[config.mk]
export PLATFORM = sky130hd
export DESIGN_NAME = bsg_manycore_pkt_receive
export DESIGN_NICKNAME = d
export VERILOG_FILES = /design/src/rtl/bsg_manycore_pkt_receive.sv
export SDC_FILE = /design/constraint.sdc
export NUM_CORES = 1
export LEC_CHECK = 0
export CORE_AREA = 5 5 111 134
export CTS_CLUSTER_DIAMETER = 30
export CTS_CLUSTER_SIZE = 40
export DETAILED_ROUTE_END_ITERATION = 10
export DIE_AREA = 0 0 116 139
export GPL_TIMING_DRIVEN = 0
export HOLD_SLACK_MARGIN = 0.1
export PLACE_DENSITY_LB_ADDON = 0.05
export SLEW_MARGIN = 10
export SYNTH_ARGS = -nofsm -noshare
export SYNTH_HDL_FRONTEND = slang
export SYNTH_SLANG_ARGS = --single-unit
[constraint.sdc]
create_clock -name clk_i -period 3.5 [get_ports clk_i]
set_input_delay 0.35 -clock clk_i [delete_from_list [all_inputs] [get_ports clk_i]]
set_output_delay 0.35 -clock clk_i [all_outputs]
set_load 0.05 [all_outputs]
[src/rtl/bsg_manycore_pkt_receive.sv]
`default_nettype none
//------------------------------------------------------------------------------
// Module   : bsg_manycore_pkt_receive
// Brief    : Manycore network endpoint. Buffers packets, issues byte-masked
//            local stores or tile config writes, returns one credit per packet.
// Revision : 1.0
//------------------------------------------------------------------------------
module bsg_manycore_pkt_receive #(
   parameter int x_cord_width_p  = 4,
   parameter int y_cord_width_p  = 4,
   parameter int data_width_p    = 32,
   parameter int addr_width_p    = 16,
   parameter int fifo_els_p      = 2,
   parameter bit freeze_init_p   = 1'b1,
   parameter int packet_width_lp = addr_width_p + 2 + (data_width_p >> 3)
                                 + data_width_p + y_cord_width_p + x_cord_width_p
) (
   input  logic                           clk_i,
   input  logic                           reset_i,

   input  logic                           v_i,
   input  logic [packet_width_lp-1:0]     data_i,
   output logic                           ready_o,

   input  logic [x_cord_width_p-1:0]      my_x_i,
   input  logic [y_cord_width_p-1:0]      my_y_i,

   output logic                           mem_v_o,
   output logic [addr_width_p-1:0]        mem_addr_o,
   output logic [data_width_p-1:0]        mem_data_o,
   output logic [(data_width_p>>3)-1:0]   mem_mask_o,
   input  logic                           mem_yumi_i,

   output logic                           freeze_o,
   output logic                           credit_v_o,
   output logic [15:0]                    store_count_o,
   output logic                           error_o
);

   localparam int c_mask_w = data_width_p >> 3;
   localparam int c_ptr_w  = (fifo_els_p > 1) ? $clog2(fifo_els_p) : 1;
   localparam int c_cnt_w  = $clog2(fifo_els_p + 1);

   // Packet layout, LSB upward: x_cord, y_cord, data, op_ex (mask), op, addr
   localparam int c_y_lsb    = x_cord_width_p;
   localparam int c_data_lsb = c_y_lsb + y_cord_width_p;
   localparam int c_mask_lsb = c_data_lsb + data_width_p;
   localparam int c_op_lsb   = c_mask_lsb + c_mask_w;
   localparam int c_addr_lsb = c_op_lsb + 2;

   localparam logic [1:0]         c_op_store   = 2'b01;
   localparam logic [1:0]         c_op_config  = 2'b10;
   localparam logic [c_ptr_w-1:0] c_last_ptr   = c_ptr_w'(fifo_els_p - 1);
   localparam logic [c_cnt_w-1:0] c_full_count = c_cnt_w'(fifo_els_p);

   logic [packet_width_lp-1:0] r_buf [fifo_els_p];
   logic [c_ptr_w-1:0]         r_rd_ptr;
   logic [c_ptr_w-1:0]         r_wr_ptr;
   logic [c_cnt_w-1:0]         r_count;
   logic                       r_credit;
   logic                       r_error;
   logic                       r_freeze;
   logic [15:0]                r_store_count;

   logic                       w_not_full;
   logic                       w_nonempty;
   logic                       w_push;
   logic                       w_pop;
   logic [packet_width_lp-1:0] w_head;
   logic [x_cord_width_p-1:0]  w_head_x;
   logic [y_cord_width_p-1:0]  w_head_y;
   logic [data_width_p-1:0]    w_head_data;
   logic [c_mask_w-1:0]        w_head_mask;
   logic [1:0]                 w_head_op;
   logic [addr_width_p-1:0]    w_head_addr;
   logic                       w_routed;
   logic                       w_is_store;
   logic                       w_is_config;
   logic                       w_is_bad;
   logic                       w_store_done;

   function automatic logic [c_ptr_w-1:0] next_ptr(input logic [c_ptr_w-1:0] p);
      next_ptr = (p == c_last_ptr) ? '0 : p + 1'b1;
   endfunction

   // ---------------------------------------------------------------- buffer
   assign w_not_full = (r_count != c_full_count);
   assign w_nonempty = (r_count != '0);
   assign w_push     = v_i & w_not_full;
   assign ready_o    = w_not_full;

   always_ff @(posedge clk_i) begin
      if (w_push) begin
         r_buf[r_wr_ptr] <= data_i;
      end
   end

   // ---------------------------------------------------------------- decode
   assign w_head      = r_buf[r_rd_ptr];
   assign w_head_x    = w_head[0 +: x_cord_width_p];
   assign w_head_y    = w_head[c_y_lsb +: y_cord_width_p];
   assign w_head_data = w_head[c_data_lsb +: data_width_p];
   assign w_head_mask = w_head[c_mask_lsb +: c_mask_w];
   assign w_head_op   = w_head[c_op_lsb +: 2];
   assign w_head_addr = w_head[c_addr_lsb +: addr_width_p];

   // Misrouting overrides whatever the opcode says.
   assign w_routed     = (w_head_x == my_x_i) && (w_head_y == my_y_i);
   assign w_is_store   = w_nonempty & w_routed & (w_head_op == c_op_store);
   assign w_is_config  = w_nonempty & w_routed & (w_head_op == c_op_config);
   assign w_is_bad     = w_nonempty & ~(w_is_store | w_is_config);
   assign w_store_done = w_is_store & mem_yumi_i;
   assign w_pop        = w_store_done | w_is_config | w_is_bad;

   assign mem_v_o    = w_is_store;
   assign mem_addr_o = w_head_addr;
   assign mem_data_o = w_head_data;
   assign mem_mask_o = w_head_mask;

   // ---------------------------------------------------------------- state
   always_ff @(posedge clk_i or posedge reset_i) begin
      if (reset_i) begin
         r_rd_ptr      <= '0;
         r_wr_ptr      <= '0;
         r_count       <= '0;
         r_credit      <= 1'b0;
         r_error       <= 1'b0;
         r_freeze      <= freeze_init_p;
         r_store_count <= '0;
      end else begin
         if (w_push) begin
            r_wr_ptr <= next_ptr(r_wr_ptr);
         end
         if (w_pop) begin
            r_rd_ptr <= next_ptr(r_rd_ptr);
         end

         case ({w_push, w_pop})
            2'b10:   r_count <= r_count + 1'b1;
            2'b01:   r_count <= r_count - 1'b1;
            default: r_count <= r_count;
         endcase

         r_credit <= w_pop;

         if (w_store_done) begin
            r_store_count <= r_store_count + 16'd1;
         end

         if (w_is_bad) begin
            r_error <= 1'b1;
         end

         // Only config address 0 is defined; other addresses are silently dropped.
         if (w_is_config && (w_head_addr == '0)) begin
            r_freeze <= w_head_data[0];
         end
      end
   end

   assign credit_v_o    = r_credit;
   assign error_o       = r_error;
   assign freeze_o      = r_freeze;
   assign store_count_o = r_store_count;

endmodule
`default_nettype wire

==> results.json, run 1 <==
{
  "finalSetupViolations": 0,
  "syn_area_mm2": 0.00580,
  "io_pins": 147,
  "antenna_found_initial": 0,
  "ys_seq_elements": 147,
  "n_fill_cell": 1067,
  "ctsHoldBuffers": 0,
  "die_y_um": 139,
  "drc": 0,
  "routed_wl_mm": 12.1,
  "crit_type": "flop to output pin",
  "fp.dieArea_mm2": 0.0161,
  "ys_types": 37,
  "gp_congestion": 0.809,
  "top_usage_layer": "met2",
  "cts_buffers": 17,
  "use_met2_pct": 25.5,
  "drt_first_pass_iters": 4,
  "cts-htree-levels": 4,
  "nNetsFinal": 571,
  "grt_overflow": 0,
  "synth_top_area_cell": "edfxtp_1",
  "path_delay_family": "buffers and inverters",
  "drt_iter0_drc": 140,
  "cts_setup_buffers": 0,
  "cap_violations": 0,
  "post_cts_resized": 0,
  "grt_max_degree": 58,
  "p_leak_nw": 2.91,
  "place_hpwl_mm": 8.44,
  "ys_async_sr_fraction_pct": 15.6,
  "cts_max_path_buffers": 2,
  "crit_required_ns": 3.15,
  "synth_nets": 404,
  "grtUsageMet1_pct": 17.2,
  "die_w_um": 116,
  "syn_avg_cell_area_um2": 17.7,
  "peakVddDrop_uv": 507,
  "cp_max_fo": 10,
  "cts_tree": "yes",
  "period_share_pct": 94.5,
  "clkTransAtPathRegs_ns": 0.06,
  "ys.flop_type": "edfxtp_1",
  "hold_violations": 0,
  "clock-sinks": 147,
  "drive_above_1_share_pct": 20.1,
  "outcome": "finished clean",
  "final_util_pct": 60.4,
  "p_total_w": 0.00708,
  "syn_to_final_growth_pct": 40.7,
  "pwr_density_cell_mw_per_mm2": 867,
  "arrival_ns": 2.96,
  "grt_pass1_wl_mm": 18.7,
  "tightest_slew_ns": 0.901,
  "slowest_stage": "clkdlybuf4s50_1",
  "fmax_ghz": 0.302,
  "finalClockSkew_ns": 0.00465,
  "row_count": 47,
  "hp-class": "primary input to async pin",
  "coreArea_mm2": 0.0135,
  "root_buffer": "clkbuf_16",
  "maxSlewViolCount": 0,
  "drt-vias-per-instance": 4.98,
  "grt_pass1_vias": 3683,
  "num_vias": 3380,
  "syn_inst": 328,
  "io_buffers": 145,
  "slowest_delay_ns": 0.79,
  "clkLatencyLatePin_ns": 0.41,
  "wl_per_cell_um": 17.7,
  "yosysSeqAreaShare_pct": 74.1,
  "start_util_pct": 42.9,
  "insertedDiodeCount": 0,
  "cp_cell_sequence": "buf_6 -> mux2i_1 -> mux2i_1 -> nand4_2 -> nor2_4 -> buf_6 -> and2_1 -> clkdlybuf4s50_1",
  "yosys.area.top_type_share_pct": 64.2,
  "grtUsageMet3_pct": 6.77,
  "cp-end-kind": "output pin",
  "rsz0062_at_grt": "false",
  "synth_warnings": 0,
  "synth.area.top_cells": "edfxtp_1 (64%), mux2_2 (10%), dfrtp_1 (9.5%)",
  "worst-path-buf-inv": 3,
  "detail-route-antenna-nets": 0,
  "fin_crit_ns": 3.31,
  "synth_edf_count": 124,
  "critPathLaunchType": "flop",
  "track_usage_pct": 15.3,
  "slew_headroom_pct": 39.9
}
[sequential cells by signal, indices dropped and copies added, names as in the netlist]
register / cells
error_o: 1
freeze_o: 1
r_buf: 124
r_count: 2
credit_v_o: 1
r_rd_ptr: 1
r_wr_ptr: 1
store_count_o: 16
[synthesized netlist by cell type, drive strengths merged (2+ instances only)]
library cell and instances:
xor2 11, or4 2, nand4 11, inv 3, o21ai 2, dfrtp 22
nor4 5, nand2 9, mux2 54, xnor2 16, nand2b 4, edfxtp 124
clkbuf 2, ha 2, and3 8, mux2i 10, buf 9, and4 4
nor3 6, nand3 6, nor2 7
[power breakdown]
group          internal (W)  switching (W)  total (W)
sequential          0.00233       0.000118    0.00244
combinational       0.00102        0.00175    0.00277
clock               0.00119       0.000677    0.00187
[stage by stage]
stage | hold WS (ns) | setup WS (ns) | area [um^2] | cells | TNS (ns)
5_1_grt | 0.493 | 0.0456 | 8160 | 679 | 0
4_1_cts | 0.442 | 0.135 | 8160 | 679 | 0
2_1_floorplan | 0.351 | 0.337 | 5800 | 328 | 0
6_report | 0.435 | 0.191 | 8160 | 679 | 0
3_3_place_gp | 0.461 | -0.495 | 7470 | 644 | -40.77
3_5_place_dp | 0.483 | 0.439 | 7550 | 647 | 0
[worst reg2reg max path: cells and delay by family, from the launching register on]
family,cells,cell delay [ns]
xor gates and xnor gates,1,0.17
adders and majority gates,1,0.32
buffers and inverters,3,0.61
DFF,1,0.37
muxes,1,0.27
and+or+nand+nor,3,0.63
[worst paths after layout]
path	start	end	slack, ns	cells after the start
max	r_rd_ptr	mem_v_o	0.19	8
min	reset_i	r_count[0]	0.43	2
max reg2reg	r_rd_ptr	r_count[1]	1.05	9
min reg2reg	store_count_o[15]	store_count_o[15]	0.48	1
max in group asynchronous	reset_i	store_count_o[1]	2.51	2
min in group clk_i	store_count_o[15]	store_count_o[15]	0.48	1
[per-layer routing]
metal	part of all wire, %	vias up
met5	0	-
li1	-	1602
met2	52	113
met4	0.76	0
met1	39	1658
met3	8.0	7
[cell type report]
| class | instances | area (um^2) | area share, % |
|---|---|---|---|
| Tap cell | 171 | 214 | 2.62 |
| Clock inverter | 14 | 186 | 2.28 |
| Timing Repair Buffer | 148 | 1520 | 18.6 |
| Multi-Input combinational cell | 167 | 1440 | 17.6 |
| Clock buffer | 18 | 429 | 5.26 |
| Inverter | 3 | 11.3 | 0.138 |
| Buffer | 11 | 65.1 | 0.797 |
| Sequential cell | 147 | 4300 | 52.7 |
[layout by cell type (no fill, tap or decap), types with 2 or more instances in the layout]
master,instances
or4_1,2
nor2_1,5
nor2_4,2
inv_1,3
o21ai_0,2
xor2_1,11
nand2_1,9
buf_2,7
nand2b_1,4
buf_12,2
clkbuf_16,17
clkinvlp_4,4
edfxtp_1,124
ha_1,2
bufinv_16,4
dfrtp_1,22
mux2i_1,10
and3_1,6
nor3_1,6
clkinv_2,3
and3_4,2
mux2_2,52
xnor2_1,16
and4_1,4
clkbuf_1,3
nand4_1,10
clkdlybuf4s50_1,145
nand3_1,6
mux2_1,2
nor4_1,5
buf_6,2
[kinds of logic (layout without fill, tap and decap cells)]
group	count (synthesis)	in the layout	share of synthesized area (%)
flip-flops	147	147	74.1
AND/OR/NAND/NOR	66	66	6.79
multiplexers	64	64	12.2
XOR/XNOR	27	27	4.08
buffers and inverters	14	194	1.32
AO/OA/AOI/OAI	8	8	1.06
adder cells (fa/ha/maj)	2	2	0.431
Power figures use the tool's default switching activity.
==> run 2, diff against run 1 <==
--- a/config.mk
+++ b/config.mk
@@ -6,7 +6,6 @@
 export NUM_CORES = 1
 export LEC_CHECK = 0
 export CORE_AREA = 5 5 111 134
-export CTS_CLUSTER_DIAMETER = 30
 export CTS_CLUSTER_SIZE = 40
 export DETAILED_ROUTE_END_ITERATION = 10
 export DIE_AREA = 0 0 116 139
==> constraint.sdc (replaced) <==
create_clock -name clk_i -period 3.5 [get_ports clk_i]
set_input_delay 1.05 -clock clk_i [delete_from_list [all_inputs] [get_ports clk_i]]
set_output_delay 1.05 -clock clk_i [all_outputs]
set_load 0.05 [all_outputs]
==> results.json, run 2 (same netlist as run 1, synthesis figures left out) <==
{
  "cp_max_fo": 2,
  "cts_tree": "yes",
  "worst_slack_ns": 0.0575,
  "place_hpwl_mm": 8.44,
  "row_count": 47,
  "finalClockSkew_ns": 0.00599,
  "cap_violations": 0,
  "grt_overflow": 0,
  "tightest_slew_ns": 0.895,
  "start_util_pct": 42.9,
  "fin_crit_ns": 3.44,
  "p_leak_nw": 3.04,
  "worst-path-buf-inv": 3,
  "detail-route-antenna-nets": 0,
  "critPathLaunchType": "primary input",
  "fmax_ghz": 0.290,
  "stdcell_area_mm2": 0.00816,
  "cp_cell_sequence": "clkdlybuf4s50_1 -> xor2_1 -> nand4_2 -> nor2_4 -> buf_6 -> and2_4 -> buf_8",
  "largest-register": "r_buf",
  "io_buffers": 145,
  "pwr_density_cell_mw_per_mm2": 847,
  "dp_worst_setup_slack_ns": -0.961,
  "slowest_stage": "clkdlybuf4s50_1",
  "gp_congestion": 0.809,
  "cp-end-kind": "output pin",
  "clkTransAtPathRegs_ns": 0.06,
  "drc": 0,
  "cts-htree-levels": 4,
  "insertedDiodeCount": 0,
  "die_w_um": 116,
  "regArea_mm2": 0.00430,
  "finalSetupViolations": 0,
  "layout_commonest_cell": "edfxtp_1",
  "root_buffer": "clkbuf_16",
  "clock-sinks": 147,
  "final_util_pct": 60.4,
  "io_pins": 147,
  "outcome": "finished clean",
  "nNetsFinal": 576,
  "drt-vias-per-instance": 4.96,
  "drt_iter0_drc": 152,
  "multiInputGateArea_mm2": 0.00144,
  "hold_violations": 0,
  "die_y_um": 139,
  "arrival_ns": 2.39,
  "largest_register_ffs": 124,
  "grt_max_degree": 58,
  "track_usage_pct": 15.3,
  "cts_buffers": 17,
  "drt_first_pass_iters": 4,
  "post_layout_nonfiller_instances": 684,
  "hp-class": "flop to flop",
  "peakVddDrop_uv": 491,
  "syn_to_final_growth_pct": 40.7,
  "dpl.cell_count": 647,
  "place_area_mm2": 0.00755,
  "crit_type": "primary input to output pin",
  "num_vias": 3394,
  "antenna_found_initial": 0,
  "layout_common_cells": "edfxtp_1 (124), clkdlybuf4s50_1 (89), mux2_2 (52), dlygate4sd2_1 (52), dfrtp_1 (22)",
  "slew_headroom_pct": 40.3,
  "slowest_delay_ns": 0.47,
  "period_share_pct": 98.4,
  "maxSlewViolCount": 0,
  "wl_per_cell_um": 17.6,
  "coreArea_mm2": 0.0135,
  "fp.dieArea_mm2": 0.0161,
  "clkLatencyLatePin_ns": 0.41,
  "n_fill_cell": 1086,
  "hold_slack_ns": 0.482,
  "routed_wl_mm": 12.0,
  "crit_required_ns": 2.45,
  "grt_pass1_vias": 3690,
  "drive_above_1_share_pct": 21.4,
  "path_delay_family": "buffers and inverters",
  "grt_pass1_wl_mm": 18.8,
  "cts_max_path_buffers": 2
}
## run 2: cell count changes in the layout (fill, tap and decap cells not counted)
cell             delta
and2_4              +1
and2_1              -1
buf_2               -5
clkdlybuf4s50_1    -56
dlygate4sd2_1      +52
dlymetal6s2s_1      +3
buf_8               +1
buf_4               +5
clkbuf_1            -1
clkbuf_4            +5
clkbuf_2            +1
## run 2: final cells by class
class	count	share of cell area [%]
Timing Repair Buffer	153	18.4
Tap cell	171	2.62
Sequential cell	147	52.7
Clock buffer	18	5.26
Inverter	3	0.138
Buffer	11	0.966
Multi-Input combinational cell	167	17.6
Clock inverter	14	2.28
## run 2: worst paths after layout
path,startpoint,cells after the start,slack (ns),end
min reg2reg,store_count_o[15],1,0.48,store_count_o[15]
min in group asynchronous,reset_i,2,1.13,store_count_o[9]
max reg2reg,r_rd_ptr,10,0.97,r_count[1]
max,my_x_i[0],7,0.06,mem_v_o
min,store_count_o[15],1,0.48,store_count_o[15]
max in group asynchronous,reset_i,2,1.82,store_count_o[1]
## run 2: repair_timing
item / in CTS / in global routing
pin swaps: 2 / 3
setup endpoints to repair: 53 / 23
gates resized for setup: 62 / 8
buffers inserted: 1 / 4
hold buffers: 0 / 0
## run 2: layer usage
metal / routed length, um / vias up / GRT usage (%)
met1: 4710 / 1663 / 17.4
met4: 92 / 0 / 5.56
met3: 995 / 7 / 6.77
met5: 0 / - / 0
li1: - / 1614 / -
met2: 6220 / 110 / 25.4
## run 2: report_power, final
group	internal, W	leakage, nW	total (W)	switching (W)
Clock	0.00119	0.290	0.00186	0.000676
Sequential	0.00233	1.45	0.00244	0.000118
Combinational	0.000866	1.30	0.00261	0.00174
## run 2: stage by stage
stage / TNS [ns] / power [W]
2_1_floorplan: 0 / 0.00434
3_3_place_gp: -128.49 / 0.00523
3_5_place_dp: -1.51 / 0.00529
4_1_cts: -0.0849 / 0.00700
5_1_grt: -0.00707 / 0.00723
6_report: 0 / 0.00691
